--- config.mk ---
export PLATFORM = sky130hd
export DESIGN_NAME = wb_skid_stage
export DESIGN_NICKNAME = d
export VERILOG_FILES = /design/src/rtl/wb_pkg.sv /design/src/rtl/wb_skid_stage.sv
export SDC_FILE = /design/constraint.sdc
export NUM_CORES = 1
export LEC_CHECK = 0
export BUFFER_PORTS_ARGS = -buffer_cell sky130_fd_sc_hd__buf_2
export CAP_MARGIN = 40
export CORE_ASPECT_RATIO = 0.6
export CORE_MARGIN = 4
export CORE_UTILIZATION = 57
export CTS_CLUSTER_DIAMETER = 80
export CTS_CLUSTER_SIZE = 10
export DETAILED_ROUTE_END_ITERATION = 10
export MAX_ROUTING_LAYER = met4
export PLACE_DENSITY = 0.95
export RECOVER_POWER = 25
export SYNTH_ARGS = -nofsm -noshare
export SYNTH_HDL_FRONTEND = slang
export SYNTH_SLANG_ARGS = --single-unit
export TNS_END_PERCENT = 30
--- constraint.sdc ---
create_clock -name clk -period 4.3 [get_ports clk]
set_clock_uncertainty 0.05 [all_clocks]
set_input_delay 0.43 -clock clk [delete_from_list [all_inputs] [get_ports clk]]
set_output_delay 0.43 -clock clk [all_outputs]
set_load 0.02 [all_outputs]
--- src/rtl/wb_pkg.sv ---
// Shared types for the MEM-to-WB skid stage: load codes, buffer occupancy
// states and the default-width pipeline entry.
package wb_pkg;

    localparam int WB_XLEN = 32;
    localparam int WB_RAW  = 5;
    localparam int WB_LDW  = 3;

    typedef enum logic [WB_LDW-1:0] {
        LD_NONE = 3'd0,
        LD_LB   = 3'd1,
        LD_LH   = 3'd2,
        LD_LW   = 3'd3,
        LD_LBU  = 3'd4,
        LD_LHU  = 3'd5
    } ld_type_e;

    typedef enum logic [1:0] {
        ST_EMPTY = 2'd0,
        ST_ONE   = 2'd1,
        ST_TWO   = 2'd2
    } skid_state_e;

    typedef struct packed {
        logic [WB_RAW-1:0]  rd;
        logic [WB_XLEN-1:0] alu_q;
        logic [WB_LDW-1:0]  ld_type;
    } wb_entry_t;

endpackage

--- src/rtl/wb_skid_stage.sv ---
// MEM-to-WB pipeline stage with a 2-entry skid buffer and valid/ready handshake.
// Optional WB_SKID_PERF_EN adds saturating stall_cnt / full_cnt outputs.
module wb_skid_stage
    import wb_pkg::*;
#(
    parameter int XLEN = 32,
    parameter int RAW  = 5,
    parameter int LDW  = 3
) (
    input  logic            clk,
    input  logic            rst,
    input  logic            flush,
    input  logic            in_valid,
    output logic            in_ready,
    input  logic [RAW-1:0]  in_rd,
    input  logic [XLEN-1:0] in_alu_q,
    input  logic [LDW-1:0]  in_ld_type,
    output logic            out_valid,
    input  logic            out_ready,
    output logic [RAW-1:0]  out_rd,
    output logic [XLEN-1:0] out_alu_q,
    output logic [LDW-1:0]  out_ld_type,
    output logic            out_load
`ifdef WB_SKID_PERF_EN
    ,
    output logic [31:0]     stall_cnt,
    output logic [31:0]     full_cnt
`endif
);

    // Same layout as wb_entry_t, but sized by this instance's parameters so
    // RV32E or wider payload builds keep working.
    typedef struct packed {
        logic [RAW-1:0]  rd;
        logic [XLEN-1:0] alu_q;
        logic [LDW-1:0]  ld_type;
    } entry_t;

    localparam entry_t ENTRY_ZERO = '0;

    skid_state_e state_reg;
    entry_t      main_reg;
    entry_t      skid_reg;
    entry_t      in_entry;
    logic        in_fire;
    logic        out_fire;

    assign in_entry = '{rd: in_rd, alu_q: in_alu_q, ld_type: in_ld_type};

    // Handshake flags are pure decodes of the state register, so in_ready
    // never sees out_ready or in_valid combinationally.
    assign in_ready  = (state_reg != ST_TWO);
    assign out_valid = (state_reg != ST_EMPTY);
    assign in_fire   = in_valid && in_ready;
    assign out_fire  = out_valid && out_ready;

    assign out_rd      = main_reg.rd;
    assign out_alu_q   = main_reg.alu_q;
    assign out_ld_type = main_reg.ld_type;
    assign out_load    = out_valid && (main_reg.ld_type != LDW'(LD_NONE));

    always_ff @(posedge clk) begin
        if (rst || flush) begin
            state_reg <= ST_EMPTY;
            main_reg  <= ENTRY_ZERO;
            skid_reg  <= ENTRY_ZERO;
        end else begin
            case (state_reg)
                ST_EMPTY: begin
                    if (in_fire) begin
                        main_reg  <= in_entry;
                        state_reg <= ST_ONE;
                    end
                end
                ST_ONE: begin
                    if (in_fire && out_fire) begin
                        main_reg <= in_entry;
                    end else if (in_fire) begin
                        skid_reg  <= in_entry;
                        state_reg <= ST_TWO;
                    end else if (out_fire) begin
                        main_reg  <= ENTRY_ZERO;
                        state_reg <= ST_EMPTY;
                    end
                end
                ST_TWO: begin
                    if (out_fire) begin
                        main_reg  <= skid_reg;
                        skid_reg  <= ENTRY_ZERO;
                        state_reg <= ST_ONE;
                    end
                end
                default: begin
                    state_reg <= ST_EMPTY;
                    main_reg  <= ENTRY_ZERO;
                    skid_reg  <= ENTRY_ZERO;
                end
            endcase
        end
    end

`ifdef WB_SKID_PERF_EN
    logic [31:0] stall_cnt_reg;
    logic [31:0] full_cnt_reg;

    // Counters survive flush on purpose: they measure the whole run.
    always_ff @(posedge clk) begin
        if (rst) begin
            stall_cnt_reg <= '0;
            full_cnt_reg  <= '0;
        end else begin
            if (out_valid && !out_ready && !(&stall_cnt_reg))
                stall_cnt_reg <= stall_cnt_reg + 32'd1;
            if ((state_reg == ST_TWO) && !(&full_cnt_reg))
                full_cnt_reg <= full_cnt_reg + 32'd1;
        end
    end

    assign stall_cnt = stall_cnt_reg;
    assign full_cnt  = full_cnt_reg;
`endif

endmodule

[Yosys cells after proc, flatten, opt, wreduce, memory -nomap -nowiden]
Index checks and enable logic that the tools add are counted.
Word-level totals
  bits in registers: 82
  bits in latches: 0
  bits in writable memories: 0
  memory bits (read-only): 0
  output and inout port bits: 43
  logic and storage cells: 43
  memories: 0
Operators by class
  add/sub/neg operators: 0
  $mul: 0
  div/mod/pow operators: 0
  $lt $le $gt $ge: 0
  equality and inequality tests: 10
  shift-type cells: 0
  muxes and demuxes: 14
  bitwise gates (word level): 1
  reduce and logical (&&, ||, !) cells: 11
Operator list (count)
  40-bit two-way mux: 6
  40-bit case mux with 3 select lines: 2
  4-bit AND reduction: 3
  2-bit two-way mux: 5
  2-bit inequality test, second input constant: 5
  3-bit inequality test, second input constant: 3
  2-bit case mux with 3 select lines: 1
  1-bit logical AND: 4
  3-bit nonzero test: 1
  2-bit by 1-bit equality test with 1-bit output, second input constant: 1
  2-bit equality test, second input constant: 1
  2-bit zero test: 1
  2-bit nonzero test: 1
  1-bit logical OR: 1
  1-bit inverter: 1

[Logic depth before layout (Yosys ltp)]
  depth after elaboration: 6
  depth in mapped cells: 7
  mapped depth without buffers: 4

[Worst setup path after synthesis]
Ideal clock, no wire load.
  path type: register to register
  start: register state_reg[0]
  end: register main_reg, in the netlist out_alu_q[19]
  library setup time: 70 ps
  arrival time: 1408 ps
  data required time: 4180 ps
  slack: 2771 ps
  cell stages (with the launch flop): 7
  cells stage by stage: dfxtp_1 -> buf_2 -> nand2b_1 -> nor2_2 -> buf_2 -> a22oi_1 -> a21oi_1
Between the ends
  cells in the longest elaborated chain, start to end: 5
  elaborated cells on any way between the ends: 15
  classes of those cells: 7 x eq/ne; 2 x mux; 6 x reduce/logical
RTL lines
  start: declaration: line wb_skid_stage.sv:41  | skid_state_e state_reg;
  start signal: assignment: line wb_skid_stage.sv:64  | state_reg <= ST_EMPTY;
  start signal: assignment: line wb_skid_stage.sv:72  | state_reg <= ST_ONE;
  start signal: assignment: line wb_skid_stage.sv:80  | state_reg <= ST_TWO;
  2-bit inequality test (*): line wb_skid_stage.sv:52  | assign in_ready = (state_reg != ST_TWO);
  net in_ready: line wb_skid_stage.sv:14  | output logic in_ready,
  1-bit logical AND (*): line wb_skid_stage.sv:54  | assign in_fire = in_valid && in_ready;
  1-bit logical AND: line wb_skid_stage.sv:76  | if (in_fire && out_fire) begin
  3-bit inequality test (no line) / 40-bit two-way mux (equally long branches)
  4-bit AND reduction (no line) / 40-bit case mux with 3 select lines (equally long branches)
  end signal: assignment: line wb_skid_stage.sv:71  | main_reg <= in_entry;
  end signal: assignment: line wb_skid_stage.sv:77  | main_reg <= in_entry;
  end signal: assignment: line wb_skid_stage.sv:88  | main_reg <= skid_reg;
  end: declaration: line wb_skid_stage.sv:42  | entry_t main_reg;
The timed path passes the listed nets; every way through them passes the cells marked *.
A chain may end at the register's enable or synchronous reset.

[Worst setup path in the final report]
  start: register state_reg[1]
  end: register main_reg, in the netlist out_alu_q[15]
Between the ends
  cells in the longest elaborated chain, start to end: 5
  elaborated cells on any way between the ends: 15
  classes of those cells: 7 x eq/ne; 2 x mux; 6 x reduce/logical
RTL lines (line)
  2-bit inequality test / 2-bit nonzero test (equally long branches): wb_skid_stage.sv:52, wb_skid_stage.sv:53
  1-bit logical AND, on equally long branches: wb_skid_stage.sv:54, wb_skid_stage.sv:55
  1-bit logical AND: wb_skid_stage.sv:76
  3-bit inequality test (no line) / 40-bit two-way mux (equally long branches)
  4-bit AND reduction (no line) / 40-bit case mux with 3 select lines (equally long branches)
Several ways; a longest one is shown, not always the timed one.

==> flow_summary.toml <==
[cts]
cts_root_buf = "clkbuf_8"
cts.sinks = 82
cts_setup_buffers = 0
numCtsBuffers = 9
cts_resized = 0
tritoncts = "done"
clkLatencyLatePin_ns = 0.35
clock_path_buffers = 2
h-tree-depth = 3
ctsHoldBuffers = 0
clk_pin_slew_worst_paths_ns = 0.09

[yosys]
synth_edf_count = 0
yosys_most_used_dff = "dfxtp_1"
synthXorXnorAreaFrac = 0
ys_seq_area_frac = 0.459
synth.distinct_cells = 30
ys_seq_elements = 82
synth-simple-area-share = 0.163
synth_top_family_by_area = "compound AO/OA/AOI/OAI gates"
synthMuxAreaShare = 0.115
syn_avg_cell_area_um2 = 8.92
async_reset_ff_frac = 0
syn_area_mm2 = 0.00358
synth_warnings = 0
synth_compound_area_frac = 0.212
synth-adder-area-share = 0
postSynthCellCount = 401
synthesis.nets = 446

[cells_and_area]
final_common_cell = "dfxtp_1"
nFillCells = 491
most-common-layout-cells = "dfxtp_1 (82), buf_2 (57), a21oi_1 (44)"
diodes = 0
largest_register_ffs = 40
final_cell_area_mm2 = 0.00420
area_growth_syn_to_layout_pct = 17.5
drive_gt1_frac = 0.182
finalNetCount = 513
layout.cells.non_filler = 557

[drt]
route.antenna.remaining_nets = 0
routed_wl_um = 9180
drt-vias-per-instance = 5.90
drc = 0
drt_pass1_iterations = 5
wire_per_inst_um = 16.5
vias = 3287
drt_iter0_drc = 430

[worst_setup_path]
crit_buf_inv = 1
crit_arrival_ns = 2.66
cp_max_fo = 25
cp_cell_sequence = "nor2b_1, a211oi_4, buf_4, o21ai_0, a21oi_1"
crit_required_ns = 4.53
critPathSlowestCell = "dfxtp_1"
end_kind = "flop"
crit_family = "compound AO/OA/AOI/OAI gates"
slowest_delay_ns = 0.70
crit_type = "flop to flop"
startpoint_type = "flop"

[floorplanning]
core_mm2 = 0.00608
io_pins = 88
initial_core_util = 0.588
rows = 22
fp.dieH_um = 69.4
die-area_mm2 = 0.00765
die_w_um = 110

[sta]
slew_headroom = 0.506
fmax_ghz = 0.411
min_period_over_period = 0.565
slew_violations = 0
tightest_slew_ns = 0.741
rsz0062_at_grt = "false"
finalHoldViolations = 0
finalSetupViolCount = 0
tns_ns = 0
fin_crit_ns = 2.43

[grt]
antenna_found_initial = 0
grt.total_usage = 0.244
grt_max_degree = 54
first_global_vias = 2917
grt_first_pass_wirelength_um = 14400
overflow = 0

[place]
hpwl_um = 6160
dpl.cell_count = 541
routabilityCongestion = 0.873
placed_area_mm2 = 0.00402
portBuffers = 87

[pwr]
powerDensity_mw_per_mm2 = 373
max-vdd-ir-drop_uv = 214
leakagePower_nw = 1.57

[run_status]
status = "complete, no violations"

[run]
drv_cap = 0

[hold_path]
hold_class = "input pin to flop"
where the power goes:
| part | switching, mW | internal, mW |
|---|---|---|
| clock network | 0.280 | 0.329 |
| logic | 0.109 | 0.0640 |
| registers | 0.0101 | 0.773 |
final timing paths:
path / startpoint / end / slack (ns) / cells past startpoint
setup / recovery: state_reg[1] / out_alu_q[15] / 1.87 / 5
hold / removal: in_alu_q[6] / out_alu_q[6] / 0.31 / 3
setup reg to reg: state_reg[1] / out_alu_q[15] / 1.87 / 5
hold reg to reg: out_alu_q[25] / out_alu_q[25] / 0.42 / 2
cell families after synthesis:
group / Yosys count
buf+inv: 39
simple gates: 113
mux: 41
compound gates: 126
flops: 82
routing by layer:
metal / up-vias / share of wire / global-route usage
met4: 0 / 0.013 / 0.0642
met1: 1563 / 0.45 / 0.341
met3: 19 / 0.087 / 0.0614
met5: - / 0 / -
li1: 1548 / - / -
met2: 157 / 0.44 / 0.353
cells in the mapped netlist (2+ instances only):
cell type | count | area share
a21oi_1 | 44 | 0.062
and3_1 | 4 | 0.0070
a311oi_1 | 4 | 0.0098
nand3_1 | 5 | 0.0070
buf_2 | 12 | 0.017
o21ai_1 | 8 | 0.011
o22a_1 | 2 | 0.0049
mux2i_1 | 41 | 0.11
a22oi_1 | 35 | 0.073
nand2_1 | 8 | 0.0084
buf_4 | 4 | 0.0084
dfxtp_1 | 82 | 0.46
or2_2 | 2 | 0.0035
clkbuf_1 | 17 | 0.018
and2_1 | 40 | 0.070
nand3b_1 | 4 | 0.0084
o21ai_0 | 27 | 0.038
nor2b_1 | 4 | 0.0070
clkbuf_2 | 5 | 0.0070
a31oi_1 | 2 | 0.0035
nor2_1 | 42 | 0.044
worst min-delay path, delay by kind of cell:
kind	cells	cell delay [ns]
buffers and inverters	1	0.09
AOI/OAI and AO/OA	2	0.17
stage by stage:
step            util  hold WS [ns]  power [mW]  setup WS, ns
6_report       0.691         0.307        1.57          1.87
5_1_grt        0.691         0.297        1.62          1.67
4_1_cts        0.697         0.295        1.57          1.95
3_5_place_dp   0.661         0.410       0.973          1.93
3_3_place_gp   0.657         0.398       0.966          2.02
2_1_floorplan      -         0.410       0.912          2.77
cell type report:
class	instances	area (um2)	area share
well taps	84	105	0.0250
flip-flops and latches	82	1640	0.391
repair buffers	94	470	0.112
multi-input cells	280	1760	0.420
inverters	1	3.75	0.000893
clock buffers	10	128	0.0304
clock inverters	6	90.1	0.0214
Note: power is estimated with default switching activity, not from simulation.
